===== config.mk =====
export PLATFORM = sky130hd
export DESIGN_NAME = tlb_op_sched
export DESIGN_NICKNAME = d
export VERILOG_FILES = /design/src/rtl/tlb_op_sched.sv
export SDC_FILE = /design/constraint.sdc
export NUM_CORES = 1
export LEC_CHECK = 0
export BUFFER_PORTS_ARGS = -buffer_cell sky130_fd_sc_hd__buf_2
export CAP_MARGIN = 20
export CORE_MARGIN = 5
export CORE_UTILIZATION = 50
export CTS_BUF_LIST = sky130_fd_sc_hd__clkbuf_8 sky130_fd_sc_hd__clkbuf_16
export CTS_CLUSTER_SIZE = 14
export DETAILED_ROUTE_END_ITERATION = 8
export GPL_ROUTABILITY_DRIVEN = 0
export GPL_TIMING_DRIVEN = 0
export PLACE_DENSITY = 0.81
export SETUP_SLACK_MARGIN = 0.15
export SYNTH_ARGS = -nofsm -noshare
export SYNTH_HDL_FRONTEND = slang
export SYNTH_SLANG_ARGS = --single-unit

===== constraint.sdc =====
create_clock -name clk -period 5.55 [get_ports clk]
set_clock_uncertainty 0.15 [all_clocks]
set_input_delay 1.3875 -clock clk [delete_from_list [all_inputs] [get_ports clk]]
set_output_delay 1.3875 -clock clk [all_outputs]
set_load 0.01 [all_outputs]

===== src/rtl/tlb_op_sched.sv =====
// Sequences TLB maintenance ops (TLBRD/TLBWR/TLBFILL/INVTLB from WB, TLBSRCH from EXE)
// onto a single TLB read/write/search port set, one operation at a time.
module tlb_op_sched #(
    parameter int TLBNUM = 16,
    localparam int IDXW = $clog2(TLBNUM)
) (
    input  logic            clk,
    input  logic            resetn,
    input  logic            wb_req_valid,
    input  logic [1:0]      wb_req_op,
    input  logic [4:0]      wb_inv_op,
    input  logic [9:0]      wb_inv_asid,
    input  logic [18:0]     wb_inv_vppn,
    output logic            wb_req_ready,
    output logic            wb_done,
    input  logic            ex_srch_valid,
    output logic            ex_srch_ready,
    output logic            ex_srch_done,
    output logic            ex_srch_found,
    output logic [IDXW-1:0] ex_srch_index,
    input  logic            wb_write_asid_ehi,
    input  logic            flush,
    input  logic [IDXW-1:0] csr_tlbidx_index,
    output logic            tlb_s_req,
    input  logic            tlb_s_found,
    input  logic [IDXW-1:0] tlb_s_index,
    output logic [IDXW-1:0] tlb_r_index,
    input  logic            tlb_r_e,
    input  logic            tlb_r_g,
    input  logic [9:0]      tlb_r_asid,
    input  logic [18:0]     tlb_r_vppn,
    output logic            tlb_we,
    output logic [IDXW-1:0] tlb_w_index,
    output logic            tlb_inv_clr,
    output logic            busy,
    output logic [2:0]      dbg_state
);

    typedef enum logic [2:0] {
        IDLE = 3'd0,
        SRCH = 3'd1,
        RD   = 3'd2,
        WR   = 3'd3,
        INV  = 3'd4,
        DONE = 3'd5
    } state_t;

    state_t          state;
    logic [1:0]      op_q;
    logic [4:0]      inv_op_q;
    logic [9:0]      inv_asid_q;
    logic [18:0]     inv_vppn_q;
    logic [IDXW-1:0] fill_ctr;
    logic [IDXW-1:0] scan_ctr;
    logic            inv_armed;
    logic            asid_eq;
    logic            vppn_eq;
    logic            inv_hit;
    logic            scan_last;

    // Handshake: a request is taken on the rising edge where its valid and ready are
    // both high. Ready is combinational and only ever high in IDLE; WB wins over EXE.
    assign wb_req_ready  = resetn & (state == IDLE) & wb_req_valid;
    assign ex_srch_ready = resetn & (state == IDLE) & ~wb_req_valid & ~wb_write_asid_ehi
                         & ~flush & ex_srch_valid;

    assign busy      = (state != IDLE);
    assign dbg_state = state;
    assign scan_last = (scan_ctr == IDXW'(TLBNUM - 1));

    always_comb begin
        tlb_r_index = '0;
        if (state == RD)
            tlb_r_index = csr_tlbidx_index;
        else if (state == INV)
            tlb_r_index = scan_ctr;
    end

    assign tlb_w_index = (state != WR) ? '0 : (op_q == 2'd2) ? fill_ctr : csr_tlbidx_index;

    always_comb begin
        asid_eq = (tlb_r_asid == inv_asid_q);
        vppn_eq = (tlb_r_vppn == inv_vppn_q);
        case (inv_op_q)
            5'd0, 5'd1: inv_hit = 1'b1;
            5'd2:       inv_hit = tlb_r_g;
            5'd3:       inv_hit = ~tlb_r_g;
            5'd4:       inv_hit = ~tlb_r_g & asid_eq;
            5'd5:       inv_hit = ~tlb_r_g & asid_eq & vppn_eq;
            5'd6:       inv_hit = (tlb_r_g | asid_eq) & vppn_eq;
            default:    inv_hit = 1'b0;
        endcase
    end

    // The read port is only meaningful once the scan is armed; the first INV cycle
    // just screens the op code so an illegal op never touches an entry.
    assign tlb_inv_clr = (state == INV) & inv_armed & tlb_r_e & inv_hit;

    always_ff @(posedge clk or negedge resetn) begin
        if (!resetn) begin
            state         <= IDLE;
            op_q          <= '0;
            inv_op_q      <= '0;
            inv_asid_q    <= '0;
            inv_vppn_q    <= '0;
            fill_ctr      <= '0;
            scan_ctr      <= '0;
            inv_armed     <= 1'b0;
            tlb_we        <= 1'b0;
            tlb_s_req     <= 1'b0;
            wb_done       <= 1'b0;
            ex_srch_done  <= 1'b0;
            ex_srch_found <= 1'b0;
            ex_srch_index <= '0;
        end else begin
            fill_ctr     <= fill_ctr + 1'b1;
            tlb_we       <= 1'b0;
            tlb_s_req    <= 1'b0;
            wb_done      <= 1'b0;
            ex_srch_done <= 1'b0;
            case (state)
                IDLE: begin
                    if (wb_req_ready) begin
                        op_q       <= wb_req_op;
                        inv_op_q   <= wb_inv_op;
                        inv_asid_q <= wb_inv_asid;
                        inv_vppn_q <= wb_inv_vppn;
                        case (wb_req_op)
                            2'd0:       state <= RD;
                            2'd1, 2'd2: begin
                                state  <= WR;
                                tlb_we <= 1'b1;
                            end
                            default:    state <= INV;
                        endcase
                    end else if (ex_srch_ready) begin
                        state     <= SRCH;
                        tlb_s_req <= 1'b1;
                    end
                end
                SRCH: begin
                    if (flush) begin
                        state <= IDLE;
                    end else begin
                        ex_srch_found <= tlb_s_found;
                        ex_srch_index <= tlb_s_index;
                        ex_srch_done  <= 1'b1;
                        state         <= DONE;
                    end
                end
                RD, WR: begin
                    wb_done <= 1'b1;
                    state   <= DONE;
                end
                INV: begin
                    if (!inv_armed) begin
                        if (inv_op_q > 5'd6) begin
                            wb_done <= 1'b1;
                            state   <= DONE;
                        end else begin
                            inv_armed <= 1'b1;
                        end
                    end else if (scan_last) begin
                        inv_armed <= 1'b0;
                        scan_ctr  <= '0;
                        wb_done   <= 1'b1;
                        state     <= DONE;
                    end else begin
                        scan_ctr <= scan_ctr + 1'b1;
                    end
                end
                DONE:    state <= IDLE;
                default: state <= IDLE;
            endcase
        end
    end

endmodule


==> impl_metrics.ini <==
[outcome]
run_status = finished, final reports clean

[setup_path]
critical_path_peak_fanout = 32
startpoint = resetn
critical_path.reg2reg.startpoint = dbg_state[0]$_DFFE_PN0P_
critical_path.startpoint_type = primary input
cp_data_arrival_time_ns = 2.88
critical_path.endpoint_type = primary output
worstSetupPathType = primary input to primary output
worst-endpoint-required_ns = 4.01

[final_layout]
num-fill-cells = 487
layout_commonest_cell = sky130_fd_sc_hd__nand2_1
num-nets-final = 503
most-common-layout-cells = sky130_fd_sc_hd__nand2_1 (114), sky130_fd_sc_hd__buf_2 (111), sky130_fd_sc_hd__dfrtp_1 (57)
finish.instance_area_um2 = 3620
multi_input_comb_area_um2 = 1270
area_growth_pct = 28.9
antennaDiodeCount = 0
final_layout_size_suffix_gt1_share_pct = 33.9
ff_latch_area_um2 = 1430

[synthesis]
synth-async-reset-ratio_pct = 100
ys_seq_area_share_pct = 50.8
synth_cell_type_count = 39
cells_after_synth = 301
mappedNetlistArea_um2 = 2810
total_of_flip_flops_plus_latches_after_synthesis = 57
yosysWarnings = 0
synth_enable_flop_cells = 0
syn-mean-instance-area_um2 = 9.32
ys_dominant_reg_cell = sky130_fd_sc_hd__dfrtp_1
net_count_of_the_mapped_netlist = 386

[die]
std_cell_rows = 27
fp.coreArea_um2 = 5470
floorplan.die.width_um = 84.9
io_pins = 106
initial_cell_density_of_the_core_pct = 51.3
die_y_um = 84.9
die_area_um2 = 7210

[detailed_routing]
postRouteAntennaNets = 0
drc_marker_count_from_the_first_detailed_route_iteration = 53
met3_length_um = 418
vias = 2349
remaining_drc_errors = 0
detail_route.wirelength.met1_mm = 2.76
drtPass1Iterations = 4
met2_length_mm = 3.31
vias_per_cell = 4.76
wl_per_cell_um = 13.3
highest-signal-layer = met4
totalWireLength_mm = 6.58

[placement]
detailedPlacementHpwl_mm = 5.19
detailed_place.area_um2 = 3440
port_buffers = 105

[sta]
timing.slew.headroom_pct = 49.9
final.setup.tns_ns = 0
slew_of_the_pin_with_the_lowest_slew_margin_ns = 0.751
whs_ns = 0.322
final_worst_path_cycle_share_pct = 79.7
max_freq_mhz = 226
maxSlewViolCount = 0
setup_viol = 0
timing.final.crit_period_ns = 4.42
grt_setup_unrepaired = no
timing.final.hold_violations = 0

[clock_network]
cts_inserted_buffers = 9
postCtsHoldBufs = 0
worstSkewPairLatency_ns = 0.32
clock_sinks = 57
cts.clk_slew.worst_paths_ns = 0.06
cts.repair_timing.setup_buffer_count = 0
cts_tree = built
clock_root_buffer = sky130_fd_sc_hd__clkbuf_8
post_cts_repair_resize_count = 0
cts_htree_levels = 3
clock_path_buffers = 2

[pwr]
power.density_nw_per_um2 = 477
power.leakage_nw = 2.03
power.ir.vdd_worst_mv = 0.215

[job]
drv.max_cap_violation_count = 0

[hold_path]
hold_start = op_q[0]$_DFFE_PN0P_
worstHoldPathType = flip-flop to flip-flop

[global_routing]
initial_antenna_violation_count = 0
grt_max_degree = 33
vias_in_the_first_global_route = 2515
grt_overflow_total = 0
grt_util_all_layers_pct = 19.1
grt_first_pass_wirelength_mm = 11.1
[area by class of cell]
type	count	area share (%)
Inverter	8	0.830
Clock inverter	6	1.45
Tap cell	72	2.49
Multi-Input combinational cell	224	35.2
Timing Repair Buffer	106	15.1
Sequential cell	57	39.4
Buffer	12	2.08
Clock buffer	9	3.42
[power breakdown]
group	internal (mW)	switching (mW)	leakage, nW
logic	0.301	0.333	1.21
registers	0.601	0.138	0.713
clock network	0.199	0.152	0.101
total	1.10	0.622	2.03
[cell families (layout without fill, tap and decap cells)]
logic type      count (synthesis)  after routing  synth area share (%)
simple gates                  159            159                  25.2
flops                          57             57                  50.8
xor+xnor                       34             34                  10.6
buf+inv                        20            141                  3.75
compound gates                 18             18                  4.37
mux                            10             10                  3.84
fa+ha+maj                       3              3                  1.34
[through the flow]
stage | setup slack (ns) | utilization (%) | total power [mW] | instances
after floorplan | 1.63 | - | 1.18 | 301
after global placement | 0.737 | 62.5 | 1.36 | 478
after detailed placement | 1.06 | 62.9 | 1.39 | 479
after CTS | 1.06 | 66.1 | 1.74 | 494
after global routing | 0.895 | 66.1 | 1.87 | 494
final | 1.13 | 66.1 | 1.72 | 494
[worst paths after layout]
| kind | end | slack (ns) | depth (start not counted) |
|---|---|---|---|
| min in group asynchronous | ex_srch_found$_DFFE_PN0P_ | 0.98 | 1 |
| max in group asynchronous | scan_ctr[1]$_DFFE_PN0P_ | 3.66 | 2 |
| setup / recovery | wb_req_ready | 1.13 | 6 |
| hold reg to reg | op_q[0]$_DFFE_PN0P_ | 0.32 | 2 |
| setup reg to reg | inv_asid_q[5]$_DFFE_PN0P_ | 3.67 | 7 |
| hold / removal | op_q[0]$_DFFE_PN0P_ | 0.32 | 2 |
[state kept, by name, summed over array words and instances (netlist names)]
signal,count
scan_ctr,4
ex_srch_found,1
inv_vppn_q,19
ex_srch_index,4
op_q,2
ex_srch_done,1
inv_op_q,5
tlb_s_req,1
inv_asid_q,10
tlb_we,1
inv_armed,1
fill_ctr,4
dbg_state,3
wb_done,1
[Yosys cell counts, types with 2 or more instances]
master | count | area (um^2)
sky130_fd_sc_hd__nand2_1 | 114 | 428
sky130_fd_sc_hd__dfrtp_1 | 57 | 1430
sky130_fd_sc_hd__xor2_1 | 28 | 245
sky130_fd_sc_hd__nor2_1 | 14 | 52.6
sky130_fd_sc_hd__inv_1 | 7 | 26.3
sky130_fd_sc_hd__buf_2 | 6 | 30.0
sky130_fd_sc_hd__mux2_2 | 6 | 67.6
sky130_fd_sc_hd__nand3_1 | 6 | 30.0
sky130_fd_sc_hd__nor4_1 | 6 | 37.5
sky130_fd_sc_hd__xnor2_1 | 6 | 52.6
sky130_fd_sc_hd__o21ai_0 | 5 | 25.0
sky130_fd_sc_hd__a21oi_1 | 4 | 20.0
sky130_fd_sc_hd__a22oi_1 | 4 | 30.0
sky130_fd_sc_hd__mux2i_1 | 4 | 40.0
sky130_fd_sc_hd__ha_1 | 3 | 37.5
sky130_fd_sc_hd__and3_1 | 2 | 12.5
sky130_fd_sc_hd__buf_4 | 2 | 15.0
sky130_fd_sc_hd__buf_6 | 2 | 22.5
sky130_fd_sc_hd__clkbuf_1 | 2 | 7.51
sky130_fd_sc_hd__nand4_1 | 2 | 12.5
sky130_fd_sc_hd__nor3_1 | 2 | 10.0
sky130_fd_sc_hd__or3_1 | 2 | 12.5
[layer usage]
layer  global-route usage (%)  vias to the layer above
met1                     22.7                     1067
met4                     6.91                        0
li1                         -                     1210
met3                     5.44                        8
met5                        0                        -
met2                     33.1                       64
[worst max-delay path, cell delays in order]
cell	delay [ns]
sky130_fd_sc_hd__buf_2	0.58
sky130_fd_sc_hd__buf_12	0.27
sky130_fd_sc_hd__nand3_1	0.13
sky130_fd_sc_hd__inv_2	0.11
sky130_fd_sc_hd__buf_2	0.22
sky130_fd_sc_hd__buf_2	0.17
Power figures use the tool's default switching activity.
